<file path="src/rtl/msu_data_prefetch_if.sv">
// HPS-side fetch bus for the MSU-1 data prefetcher.
// Handshake: the master holds mem_req high with a stable mem_addr until the slave pulses mem_ack
// for exactly one cycle with mem_data valid; mem_ack while mem_req is low is ignored.
interface msu_data_prefetch_if;
    logic        mem_req;
    logic [31:0] mem_addr;
    logic        mem_ack;
    logic [7:0]  mem_data;

    modport master (output mem_req, output mem_addr, input mem_ack, input mem_data);
    modport slave  (input mem_req, input mem_addr, output mem_ack, output mem_data);
endinterface

</file>
<file path="src/rtl/msu_data_prefetch.sv">
// MSU-1 $2001 data port sequencer: seeks restart a byte stream fetched from the HPS side
// into a small circular prefetch FIFO that serves SNES reads at bus speed.
module msu_data_prefetch #(
    parameter int DEPTH_LOG2 = 3
) (
    input  logic                  CLK,
    input  logic                  RST_N,
    input  logic                  seek_req,
    input  logic [31:0]           seek_addr,
    input  logic                  rd_pop,
    output logic [7:0]            rd_data,
    output logic                  data_busy,
    output logic [31:0]           cur_addr,
    output logic                  underrun,
    msu_data_prefetch_if.master   mem,
    output logic [1:0]            dbg_state,
    output logic [DEPTH_LOG2:0]   dbg_count
);
    localparam int CW = DEPTH_LOG2 + 1;
    localparam logic [1:0] S_IDLE  = 2'd0;
    localparam logic [1:0] S_FETCH = 2'd1;
    localparam logic [1:0] S_GAP   = 2'd2;
    localparam logic [1:0] S_DRAIN = 2'd3;
    localparam logic [DEPTH_LOG2:0] FULL = {1'b1, {DEPTH_LOG2{1'b0}}};

    logic [1:0]            state;
    logic [1:0]            state_nxt;
    logic [31:0]           fetch_addr;
    logic [31:0]           pend_addr;
    logic [31:0]           new_addr;
    logic [DEPTH_LOG2:0]   count;
    logic [DEPTH_LOG2-1:0] wr_ptr;
    logic [DEPTH_LOG2-1:0] rd_ptr;
    logic [7:0]            fifo_mem [0:(1<<DEPTH_LOG2)-1];
    logic                  active;
    logic                  flush;
    logic                  push;
    logic                  pop;
    logic                  latch_pend;
    logic                  has_room;

    assign has_room = (count != FULL);
    // A seek in the same cycle swallows the pop entirely (no pop, no underrun).
    assign pop      = rd_pop && !seek_req && (count != '0);

    always_comb begin
        state_nxt  = state;
        flush      = 1'b0;
        push       = 1'b0;
        latch_pend = 1'b0;
        new_addr   = seek_addr;
        case (state)
            S_IDLE: begin
                if (seek_req) begin
                    flush     = 1'b1;
                    state_nxt = S_FETCH;
                end else if (active && has_room) begin
                    state_nxt = S_FETCH;
                end
            end
            S_FETCH: begin
                if (mem.mem_ack) begin
                    flush     = seek_req;
                    push      = !seek_req;
                    state_nxt = S_GAP;
                end else if (seek_req) begin
                    latch_pend = 1'b1;
                    state_nxt  = S_DRAIN;
                end
            end
            S_GAP: begin
                if (seek_req) begin
                    flush     = 1'b1;
                    state_nxt = S_FETCH;
                end else begin
                    state_nxt = has_room ? S_FETCH : S_IDLE;
                end
            end
            S_DRAIN: begin
                // The outstanding byte belongs to the old stream and is dropped.
                if (mem.mem_ack) begin
                    flush     = 1'b1;
                    new_addr  = seek_req ? seek_addr : pend_addr;
                    state_nxt = S_GAP;
                end else if (seek_req) begin
                    latch_pend = 1'b1;
                end
            end
            default: state_nxt = S_IDLE;
        endcase
    end

    always_ff @(posedge CLK or negedge RST_N) begin
        if (!RST_N) begin
            state      <= S_IDLE;
            active     <= 1'b0;
            fetch_addr <= '0;
            pend_addr  <= '0;
            cur_addr   <= '0;
            count      <= '0;
            wr_ptr     <= '0;
            rd_ptr     <= '0;
            data_busy  <= 1'b0;
            underrun   <= 1'b0;
        end else begin
            state    <= state_nxt;
            underrun <= rd_pop && !seek_req && (count == '0);
            if (seek_req) begin
                active <= 1'b1;
            end
            if (latch_pend) begin
                pend_addr <= seek_addr;
            end
            if (seek_req) begin
                data_busy <= 1'b1;
            end else if (push) begin
                data_busy <= 1'b0;
            end
            if (flush) begin
                fetch_addr <= new_addr;
                cur_addr   <= new_addr;
                count      <= '0;
                wr_ptr     <= '0;
                rd_ptr     <= '0;
            end else begin
                if (push) begin
                    fetch_addr <= fetch_addr + 32'd1;
                    wr_ptr     <= wr_ptr + DEPTH_LOG2'(1);
                end
                if (pop) begin
                    cur_addr <= cur_addr + 32'd1;
                    rd_ptr   <= rd_ptr + DEPTH_LOG2'(1);
                end
                count <= count + CW'(push) - CW'(pop);
            end
        end
    end

    always_ff @(posedge CLK) begin
        if (push) begin
            fifo_mem[wr_ptr] <= mem.mem_data;
        end
    end

    assign rd_data      = (count != '0) ? fifo_mem[rd_ptr] : 8'h00;
    assign mem.mem_req  = (state == S_FETCH) || (state == S_DRAIN);
    assign mem.mem_addr = fetch_addr;
    assign dbg_state    = state;
    assign dbg_count    = count;
endmodule

</file>
<file path="src/flat_wrapper.sv">
// flat-port wrapper written by rule: the top's interface ports become plain ports
module msu_data_prefetch_flat 
#(
    parameter int DEPTH_LOG2 = 3
)
  (CLK, RST_N, seek_req, seek_addr, rd_pop, rd_data, data_busy, cur_addr, underrun, dbg_state, dbg_count, mem_mem_req, mem_mem_addr, mem_mem_ack, mem_mem_data);
  msu_data_prefetch_if mem_i ();
  input  logic CLK;
  input  logic RST_N;
  input  logic seek_req;
  input  logic [31:0] seek_addr;
  input  logic rd_pop;
  output logic [7:0] rd_data;
  output logic data_busy;
  output logic [31:0] cur_addr;
  output logic underrun;
  output logic [1:0] dbg_state;
  output logic [DEPTH_LOG2:0] dbg_count;
  output wire logic [$bits(mem_i.mem_req)-1:0] mem_mem_req;
  output wire logic [$bits(mem_i.mem_addr)-1:0] mem_mem_addr;
  input wire logic [$bits(mem_i.mem_ack)-1:0] mem_mem_ack;
  input wire logic [$bits(mem_i.mem_data)-1:0] mem_mem_data;
  assign mem_mem_req = mem_i.mem_req;
  assign mem_mem_addr = mem_i.mem_addr;
  assign mem_i.mem_ack = mem_mem_ack;
  assign mem_i.mem_data = mem_mem_data;
  msu_data_prefetch #(.DEPTH_LOG2(DEPTH_LOG2)) u_core (.CLK(CLK), .RST_N(RST_N), .seek_req(seek_req), .seek_addr(seek_addr), .rd_pop(rd_pop), .rd_data(rd_data), .data_busy(data_busy), .cur_addr(cur_addr), .underrun(underrun), .mem(mem_i), .dbg_state(dbg_state), .dbg_count(dbg_count));
endmodule
</file>
<file path="config.mk">
export PLATFORM = sky130hd
export DESIGN_NAME = msu_data_prefetch_flat
export DESIGN_NICKNAME = d
export VERILOG_FILES = /design/src/rtl/msu_data_prefetch_if.sv /design/src/rtl/msu_data_prefetch.sv /design/src/flat_wrapper.sv
export SDC_FILE = /design/constraint.sdc
export NUM_CORES = 1
export LEC_CHECK = 0
export CORE_ASPECT_RATIO = 0.75
export CORE_UTILIZATION = 28
export CTS_CLUSTER_DIAMETER = 100
export CTS_CLUSTER_SIZE = 24
export DETAILED_ROUTE_END_ITERATION = 8
export PLACE_DENSITY = 0.46
export SYNTH_ARGS = -nofsm -noshare
export SYNTH_HDL_FRONTEND = slang
export SYNTH_SLANG_ARGS = --single-unit
</file>
<file path="constraint.sdc">
create_clock -name CLK -period 8.5 [get_ports CLK]
set_input_delay 0.85 -clock CLK [delete_from_list [all_inputs] [get_ports CLK]]
set_output_delay 0.85 -clock CLK [all_outputs]
set_load 0.02 [all_outputs]
</file>
==> results.ini <==
[sta]
timing.setup.tns_ps=0
final.period_utilization_pct=44.85
clock_skew_ps=8.678
timing.slew.headroom_pct=23.51
period_minus_slack_ps=3812
max_freq_ghz=0.2623
rsz_0062_raised_after_global_routing=no
setup_violations=0
timing.final.hold_violations=0
timing.hold.ws_ps=394.3
max_slew_violations=0
tightest_slew_ps=1147

[logic_synthesis]
yosysWarnings=0
post_synth_instance_area_um2=8562
synth_cell_type_count=60
synth_enable_flop_cells=64
ys_seq_elements=175
synthCells=772
net_count_after_synthesis=828
synth_seq_area_share_pct=54.89
syn_area_per_cell_um2=11.09
synth-main-ff-cell=dfrtp_1
ys_async_sr_fraction_pct=63.43

[cells_and_area]
finalNetCount=940
final_cell_area_um2=10820
area_delta_synth_final_pct=26.32
mostFrequentLayoutCells=clkdlybuf4s50_1, dfrtp_1, nand2_1
layout.cells.most_common=clkdlybuf4s50_1
finish.cell_count_without_fillers=1294
drive_gt1_share_pct=10.50
n_antenna_cell=0

[flow_run]
maxCapViolations=0

[clock_network]
worst_skew_pair.late_latency_ps=430
cts_max_path_buffers=2
cts_repair_resize_count=0
cts_tree=built
tritoncts.num_buffers=17
h-tree-depth=4
post_cts_hold_buffer_count=0
postCtsSetupRepairBufs=0
clkSinkCount=175
cts.root.buffer_cell=clkbuf_16
cts.clk_slew.worst_paths_ps=70

[setup_path]
timing.setup.critical_path_class=in -> reg
worstPathArrival_ps=4150
setup.worst_path.end_class=flip-flop
required_ps=8840
critical_path_peak_fanout=22
setup.worst_path.start_class=input pin

[pwr]
powerDensity_nw_per_um2=278.8
power.static_leakage_nw=3.910
total_power_w=0.003016
irDropWorstVdd_v=0.0001195

[detailed_routing]
detail_route.wirelength_mm=27.54
drt-wirelength-per-cell_um=21.28
dr_total_vias=6778
drt_via_density=5.238
detail_route.first_pass.iterations=5
antenna_left=0
drc=0
initialDrtViolationCount=646

[die]
io_pins=126
die_area_um2=31290
initial_core_util_pct=28.41
die_height_um=153.4
floorplan.core_area_um2=30140
dieWidth_um=203.9
std_cell_rows=55

[global_route]
grt_start_max_net_pins=71
grt_resource_usage_total_pct=18.04
globalRoute.totalOverflow=0
grt_first_pass_wirelength_mm=42.13
number_of_global_route_vias_before_repair=6416
grt_antenna_before_repair=0

[outcome]
result_of_the_run=complete, no violations

[placement]
post_dp_cell_area_um2=10220
place_hpwl_mm=19.60
placedCellCount=1264
gp_congestion=0.8199
count_of_input_and_output_buffers=125

[worst_hold_path]
hp-class=in -> async

## kinds of logic (layout without fill, tap and decap cells)
kind of cell             count (synthesis)  in the layout  share of synthesized area [%]
AND/OR/NAND/NOR                        270            270                          15.96
AO/OA/AOI/OAI                          176            176                          12.79
flip-flops                             175            175                          54.89
multiplexers                            59             59                          9.704
buffers and inverters                   59            182                          2.718
XOR/XNOR                                22             22                          2.250
adder cells (fa/ha/maj)                 11             11                          1.695
## cells in the mapped netlist (17+ instances only)
library cell	count	area [um^2]
nand4_1	17	106.4
nor2_1	37	138.9
mux2_2	32	360.4
nor3_1	21	105.1
o21ai_0	34	170.2
edfxtp_1	64	1922
a21oi_1	60	300.3
clkbuf_1	27	101.4
dfrtp_1	111	2778
nand2_1	95	356.6
nand3_1	30	150.1
inv_1	18	67.56
## routing by layer
layer	share of wire [%]	vias to the layer above	GRT usage, %
met5	0	-	0
met4	0.97	0	4.010
met2	41	259	23.26
met1	50	3376	29.08
li1	-	3128	-
met3	8.0	15	4.670
## final cells by class
| type | count | area [um^2] |
|---|---|---|
| multi-input cells | 538 | 3641 |
| clock inverters | 12 | 162.7 |
| repair buffers | 134 | 1316 |
| inverters | 18 | 67.56 |
| clock buffers | 18 | 429.2 |
| well taps | 399 | 499.2 |
| fillers | 2999 | 19330 |
| flip-flops and latches | 175 | 4700 |
## power by group
group          switching [W]  internal, W  total, W
Clock               0.000348     0.000463  0.000811
Sequential          0.000211      0.00102   0.00123
Combinational       0.000519     0.000458  0.000977
## critical path: stages
cell,delay (ps)
clkdlybuf4s50_1,850
nand4bb_1,760
inv_1,260
buf_4,320
nand3_1,260
nor3_1,420
a311oi_1,150
a211oi_1,250
## final timing paths
| kind | startpoint | endpoint | slack, ps | cells after the start |
|---|---|---|---|---|
| min in group CLK | u_core.active | u_core.active | 470 | 1 |
| worst max register to register | u_core.dbg_count[2] | u_core.dbg_count[2] | 5220 | 12 |
| worst min-delay path | RST_N | u_core.pend_addr[21] | 390 | 1 |
| max in group asynchronous | RST_N | u_core.pend_addr[4] | 6720 | 2 |
| worst min register to register | u_core.active | u_core.active | 470 | 1 |
| worst max-delay path | seek_req | u_core.mem.mem_addr[26] | 4690 | 8 |
## sequential cells by signal (all words and copies together) (netlist names)
register	flops
u_core.cur_addr	32
u_core.fifo_mem	64
u_core.data_busy	1
u_core.pend_addr	32
u_core.dbg_count	4
u_core.wr_ptr	3
u_core.mem.mem_addr	32
u_core.dbg_state	2
u_core.underrun	1
u_core.active	1
u_core.rd_ptr	3
## per-stage QoR
step	setup WS, ps	utilization (%)
3_5_place_dp	4306	33.92
6_report	4688	35.88
4_1_cts	4579	35.88
3_3_place_gp	4356	33.92
2_1_floorplan	5534	-
5_1_grt	4431	35.88
Note: power is estimated with default switching activity, not from simulation.
